**src/rtl/alloc_dispatcher_pkg.sv**
```systemverilog
// Shared sizes, codes and state encoding for the allocation dispatcher.
package alloc_dispatcher_pkg;

  localparam int REQ_ID_WIDTH        = 8;
  localparam int REQ_SIZE_TYPE_WIDTH = 2;

  localparam logic [REQ_SIZE_TYPE_WIDTH-1:0] REQ_512 = 2'd0;
  localparam logic [REQ_SIZE_TYPE_WIDTH-1:0] REQ_1K  = 2'd1;
  localparam logic [REQ_SIZE_TYPE_WIDTH-1:0] REQ_2K  = 2'd2;
  localparam logic [REQ_SIZE_TYPE_WIDTH-1:0] REQ_4K  = 2'd3;

  localparam int DSP_INFLIGHT_WIDTH = 4;
  localparam int DSP_SETTLE_WIDTH   = 4;
  localparam int DSP_REPLAY_WIDTH   = 8;

  typedef enum logic [2:0] {
    DSP_IDLE   = 3'd0,
    DSP_ISSUE  = 3'd1,
    DSP_CHECK  = 3'd2,
    DSP_WAIT   = 3'd3,
    DSP_SETTLE = 3'd4
  } dsp_state_e;

  typedef struct packed {
    logic [REQ_ID_WIDTH-1:0]        id;
    logic [REQ_SIZE_TYPE_WIDTH-1:0] size;
    logic [REQ_SIZE_TYPE_WIDTH-1:0] origin_size;
  } dsp_req_t;

endpackage

```
**src/rtl/alloc_dispatcher_inflight_counter.sv**
```systemverilog
// Count of allocations accepted into the AT tree and not yet completed.
module inflight_counter
  import alloc_dispatcher_pkg::*;
#(
  parameter int unsigned WIDTH = DSP_INFLIGHT_WIDTH
) (
  input  logic             clk,
  input  logic             rst_n,
  input  logic             inc_in,
  input  logic             dec_in,
  output logic [WIDTH-1:0] count_out
);

  logic [WIDTH-1:0] count_q;
  logic [WIDTH-1:0] count_d;
  logic             dec_eff;

  // Next count: a completion at zero is dropped, inc+dec cancel.
  always_comb begin
    count_d = count_q;
    dec_eff = dec_in && (count_q != '0);
    if (inc_in && !dec_eff) begin
      count_d = count_q + WIDTH'(1);
    end else if (!inc_in && dec_eff) begin
      count_d = count_q - WIDTH'(1);
    end
  end

  // Count register.
  always_ff @(posedge clk or negedge rst_n) begin
    if (!rst_n) begin
      count_q <= '0;
    end else begin
      count_q <= count_d;
    end
  end

  assign count_out = count_q;

endmodule

```
**src/rtl/alloc_dispatcher.sv**
```systemverilog
// Front-end scheduler: issues requests to the find table one at a time,
// holds and replays a request that hit a full table, and bounds the
// number of allocations in flight.
module alloc_dispatcher
  import alloc_dispatcher_pkg::*;
#(
  parameter int unsigned MAX_INFLIGHT  = 4,
  parameter int unsigned SETTLE_CYCLES = 3
) (
  input  logic                           clk,
  input  logic                           rst_n,
  input  logic                           req_valid_in,
  output logic                           req_ready_out,
  input  logic [REQ_ID_WIDTH-1:0]        req_id_in,
  input  logic [REQ_SIZE_TYPE_WIDTH-1:0] req_size_in,
  input  logic [REQ_SIZE_TYPE_WIDTH-1:0] req_origin_size_in,
  output logic                           alloc_valid_fdt_out,
  output logic [REQ_ID_WIDTH-1:0]        alloc_id_fdt_out,
  output logic [REQ_SIZE_TYPE_WIDTH-1:0] alloc_size_fdt_out,
  output logic [REQ_SIZE_TYPE_WIDTH-1:0] alloc_origin_size_fdt_out,
  input  logic                           fdt_blocked_in,
  input  logic                           fdt_update_valid_in,
  input  logic                           alloc_done_in,
  output logic                           blocked_out,
  output logic [DSP_REPLAY_WIDTH-1:0]    replay_cnt_out
);

  localparam logic [DSP_INFLIGHT_WIDTH-1:0] MAX_L    = DSP_INFLIGHT_WIDTH'(MAX_INFLIGHT);
  localparam logic [DSP_SETTLE_WIDTH-1:0]   SETTLE_L = DSP_SETTLE_WIDTH'(SETTLE_CYCLES);

  dsp_state_e                    state_q, state_d;
  dsp_req_t                      hold_q, hold_d;
  logic [DSP_SETTLE_WIDTH-1:0]   settle_q, settle_d;
  logic [DSP_REPLAY_WIDTH-1:0]   replay_q, replay_d;
  logic                          alive_q;
  logic                          inflight_inc;
  logic [DSP_INFLIGHT_WIDTH-1:0] inflight;
  logic                          ready;

  inflight_counter #(
    .WIDTH (DSP_INFLIGHT_WIDTH)
  ) u_inflight (
    .clk       (clk),
    .rst_n     (rst_n),
    .inc_in    (inflight_inc),
    .dec_in    (alloc_done_in),
    .count_out (inflight)
  );

  // alive_q keeps ready low while in reset and releases it one edge later;
  // ready is otherwise decoded from registered state only.
  assign ready = alive_q && (state_q == DSP_IDLE) && (inflight < MAX_L);

  // Next-state logic for the issue/check/replay sequence.
  always_comb begin
    state_d      = state_q;
    hold_d       = hold_q;
    settle_d     = settle_q;
    replay_d     = replay_q;
    inflight_inc = 1'b0;
    unique case (state_q)
      DSP_IDLE: begin
        if (req_valid_in && ready) begin
          hold_d  = '{id: req_id_in, size: req_size_in, origin_size: req_origin_size_in};
          state_d = DSP_ISSUE;
        end
      end
      DSP_ISSUE: begin
        state_d = DSP_CHECK;
      end
      DSP_CHECK: begin
        if (!fdt_blocked_in) begin
          inflight_inc = 1'b1;
          state_d      = DSP_IDLE;
        end else if (fdt_update_valid_in) begin
          settle_d = SETTLE_L;
          state_d  = DSP_SETTLE;
        end else begin
          state_d = DSP_WAIT;
        end
      end
      DSP_WAIT: begin
        if (fdt_update_valid_in) begin
          settle_d = SETTLE_L;
          state_d  = DSP_SETTLE;
        end
      end
      DSP_SETTLE: begin
        if (settle_q <= DSP_SETTLE_WIDTH'(1)) begin
          state_d = DSP_ISSUE;
          if (replay_q != '1) begin
            replay_d = replay_q + DSP_REPLAY_WIDTH'(1);
          end
        end else begin
          settle_d = settle_q - DSP_SETTLE_WIDTH'(1);
        end
      end
      default: begin
        state_d = DSP_IDLE;
      end
    endcase
  end

  // State, hold register and counters.
  always_ff @(posedge clk or negedge rst_n) begin
    if (!rst_n) begin
      state_q  <= DSP_IDLE;
      hold_q   <= '0;
      settle_q <= '0;
      replay_q <= '0;
      alive_q  <= 1'b0;
    end else begin
      state_q  <= state_d;
      hold_q   <= hold_d;
      settle_q <= settle_d;
      replay_q <= replay_d;
      alive_q  <= 1'b1;
    end
  end

  assign req_ready_out             = ready;
  assign alloc_valid_fdt_out       = (state_q == DSP_ISSUE);
  assign alloc_id_fdt_out          = hold_q.id;
  assign alloc_size_fdt_out        = hold_q.size;
  assign alloc_origin_size_fdt_out = hold_q.origin_size;
  assign blocked_out               = (state_q == DSP_WAIT) || (state_q == DSP_SETTLE);
  assign replay_cnt_out            = replay_q;

endmodule

```
**config.mk**
```make
export PLATFORM = sky130hd
export DESIGN_NAME = alloc_dispatcher
export DESIGN_NICKNAME = d
export VERILOG_FILES = /design/src/rtl/alloc_dispatcher_pkg.sv /design/src/rtl/alloc_dispatcher_inflight_counter.sv /design/src/rtl/alloc_dispatcher.sv
export SDC_FILE = /design/constraint.sdc
export NUM_CORES = 1
export LEC_CHECK = 0
export CORE_AREA = 2 2 59 61
export DETAILED_ROUTE_END_ITERATION = 8
export DIE_AREA = 0 0 61 63
export GPL_TIMING_DRIVEN = 0
export HOLD_SLACK_MARGIN = 0.08
export PLACE_DENSITY = 0.81
export SYNTH_ARGS = -nofsm -noshare
export SYNTH_HDL_FRONTEND = slang
export SYNTH_SLANG_ARGS = --single-unit
```
**constraint.sdc**
```tcl
create_clock -name clk -period 3.8 [get_ports clk]
set_input_delay 0.76 -clock clk [delete_from_list [all_inputs] [get_ports clk]]
set_output_delay 0.76 -clock clk [all_outputs]
set_load 0.005 [all_outputs]
```
==> flow_metrics.py <==
metrics = {
    "cells_and_area": {
        "nFillCells": 250,
        "nets": 207,
        "fin_cells": 229,
        "drive_above_1_share_pct": 8.74,
        "area_delta_synth_final_pct": 35.2,
        "layout_common_cells": "clkdlybuf4s50_1 (40), dfrtp_1 (32), mux2_1 (13)",
        "final_common_cell": "clkdlybuf4s50_1",
        "fin_util_pct": 66.7,
        "n_antenna_cell": 0,
    },
    "sta": {
        "holdWs_ns": 0.492,
        "setup_viol": 0,
        "fmax_mhz": 351,
        "setup-tns-final_ns": 0,
        "hold_viol_final": 0,
        "slew_headroom_pct": 56.1,
        "fin_skew_ns": 0.0142,
        "rsz0062_at_grt": "no",
        "fin_crit_ns": 2.85,
        "fin_crit_sh_pct": 74.9,
        "tightestPinTransition_ns": 0.656,
        "slew_viol_final": 0,
    },
    "global_route": {
        "grt_overflow": 0,
        "grt_pass1_vias": 1209,
        "antenna_found_initial": 0,
        "track_usage_pct": 19.0,
        "grt_pass1_wl_mm": 5.38,
        "grt_max_degree": 22,
    },
    "detailed_routing": {
        "ant_nets": 0,
        "route.detailed.drc": 0,
        "viasPerCell": 5.39,
        "routedWlPerCell_microns": 14.6,
        "drtPass1Iterations": 4,
        "dr.first_iter.drc_count": 65,
        "drt_wl_total_mm": 3.34,
        "vias": 1235,
    },
    "floorplanning": {
        "core_area_sq_um": 3230,
        "die_width_microns": 61,
        "die_y_microns": 63,
        "die-area_sq_um": 3840,
        "io-pin-count": 41,
        "start_util_pct": 49.4,
        "fp-row-count": 21,
    },
    "critical_path": {
        "path_max_fanout": 5,
        "worstSetupStartpointType": "flip-flop",
        "required_ns": 3.04,
        "worstPathArrival_ns": 2.09,
        "worstSetupEndpointType": "output pin",
        "crit_type": "reg -> out",
    },
    "clock_tree": {
        "ctsHoldBuffers": 0,
        "cts-root-buf": "clkbuf_4",
        "clockBufferDepth": 2,
        "cts-htree-levels": 2,
        "clock-sinks": 32,
        "path_clk_slew_ns": 0.11,
        "numCtsBuffers": 5,
        "cts_tree": "built",
        "cts_setup_buffers": 0,
        "clk_latency_ns": 0.35,
        "cts_resized": 0,
    },
    "placed_design": {
        "dp_hpwl_mm": 2.57,
        "routabilityCongestion": 0.768,
        "dp_cells": 221,
        "numPortBuffers": 40,
    },
    "pwr": {
        "p_leak_nw": 0.926,
        "max-vdd-ir-drop_mv": 0.315,
        "p_per_area_nw_per_um2": 677,
    },
    "synthesis": {
        "avgSynthCellArea_sq_um": 11.9,
        "ys_seq_area_share_pct": 50.2,
        "ys.flop_type": "dfrtp_1",
        "synth_cell_types": 43,
        "synth_edf_count": 0,
        "ys_warn_count": 0,
        "synth_seq_cells": 32,
        "synth_async_sr_flop_share_pct": 100,
        "syn-num-nets": 159,
        "synthCells": 134,
        "mappedNetlistArea_sq_um": 1600,
    },
    "outcome": {
        "status": "complete, no violations",
    },
    "job": {
        "maxCapViolCount": 0,
    },
    "min_path": {
        "hold_class": "reg -> reg",
    },
}
==> final timing paths <==
kind / startpoint / endpoint / slack [ns] / depth (start not counted)
setup / recovery: u_inflight.count_out[3] / req_ready_out / 0.95 / 3
hold / removal: replay_cnt_out[7] / replay_cnt_out[7] / 0.49 / 1
setup reg to reg: u_inflight.count_out[1] / u_inflight.count_out[3] / 1.25 / 7
hold reg to reg: replay_cnt_out[7] / replay_cnt_out[7] / 0.49 / 1
max in group asynchronous: rst_n / settle_q[2] / 2.46 / 2
min in group asynchronous: rst_n / state_q[0] / 0.81 / 1
==> metal layers <==
layer  global-route usage (%)  part of all wire (%)  up-vias
li1                         -                     -      582
met1                     23.0                    41      606
met2                     30.6                    52       42
met3                     4.35                   5.6        5
met4                     9.78                   1.8        0
met5                        0                     0        -
==> power by group <==
group / leakage [nW] / switching (W) / internal (W) / total, W
Combinational: 0.482 / 0.000270 / 0.000361 / 0.000631
Clock: 0.0422 / 0.000122 / 0.000138 / 0.000260
Sequential: 0.401 / 0.000102 / 0.000468 / 0.000570
Total: 0.926 / 0.000494 / 0.000967 / 0.00146
==> stage by stage <==
step	setup WS (ns)	area (sq um)	power, W
after floorplan	1.50	1600	0.000905
after global placement	0.879	2050	0.00115
after detailed placement	0.797	2080	0.00121
after CTS	0.985	2160	0.00147
after global routing	0.840	2160	0.00157
final	0.953	2160	0.00146
==> registers in the layout (all words and copies together) (netlist names) <==
name	flops
settle_q	4
u_inflight.count_out	4
alloc_id_fdt_out	8
alloc_origin_size_fdt_out	2
alive_q	1
state_q	3
replay_cnt_out	8
alloc_size_fdt_out	2
==> cell usage after synthesis (2+ instances only) <==
library cell,n,share of area (%)
clkbuf_1,2,0.47
ha_1,6,4.7
buf_2,3,0.94
nor4_4,2,2.7
dfrtp_1,32,50
o31ai_1,2,0.94
nand2_1,7,1.6
nor2_1,3,0.71
nor3_1,9,2.8
nor3b_1,5,2.4
mux2_1,13,9.2
xor2_1,7,3.8
or3_1,2,0.78
o21ai_0,3,0.94
xnor2_1,2,1.1
nand2b_1,2,0.78
inv_1,4,0.94
a21oi_1,3,0.94
nand3_1,3,0.94
==> cell families after synthesis <==
group | count (synthesis) | share of synthesized area [%]
DFF | 32 | 50.2
muxes | 15 | 10.5
xor gates and xnor gates | 9 | 4.94
buffers and inverters | 9 | 2.35
AOI/OAI and AO/OA | 18 | 8.00
adders and majority gates | 7 | 5.96
other | 1 | 0.235
and+or+nand+nor | 43 | 17.8
==> worst max-delay path, stage by stage, from the launching register on <==
cell and delay (ns):
dfrtp_1 0.44, or3b_1 0.42, nor4_1 0.30, clkdlybuf4s50_1 0.58
==> layout make-up <==
| class | count | area, sq um | share of cell area [%] |
|---|---|---|---|
| Buffer | 5 | 22.5 | 1.04 |
| Clock inverter | 2 | 35.0 | 1.62 |
| Tap cell | 46 | 57.6 | 2.67 |
| Inverter | 4 | 15.0 | 0.696 |
| Timing Repair Buffer | 41 | 428 | 19.8 |
| Sequential cell | 32 | 801 | 37.1 |
| Multi-Input combinational cell | 93 | 757 | 35.1 |
| Clock buffer | 6 | 41.3 | 1.91 |
(Power assumes the default switching activity.)
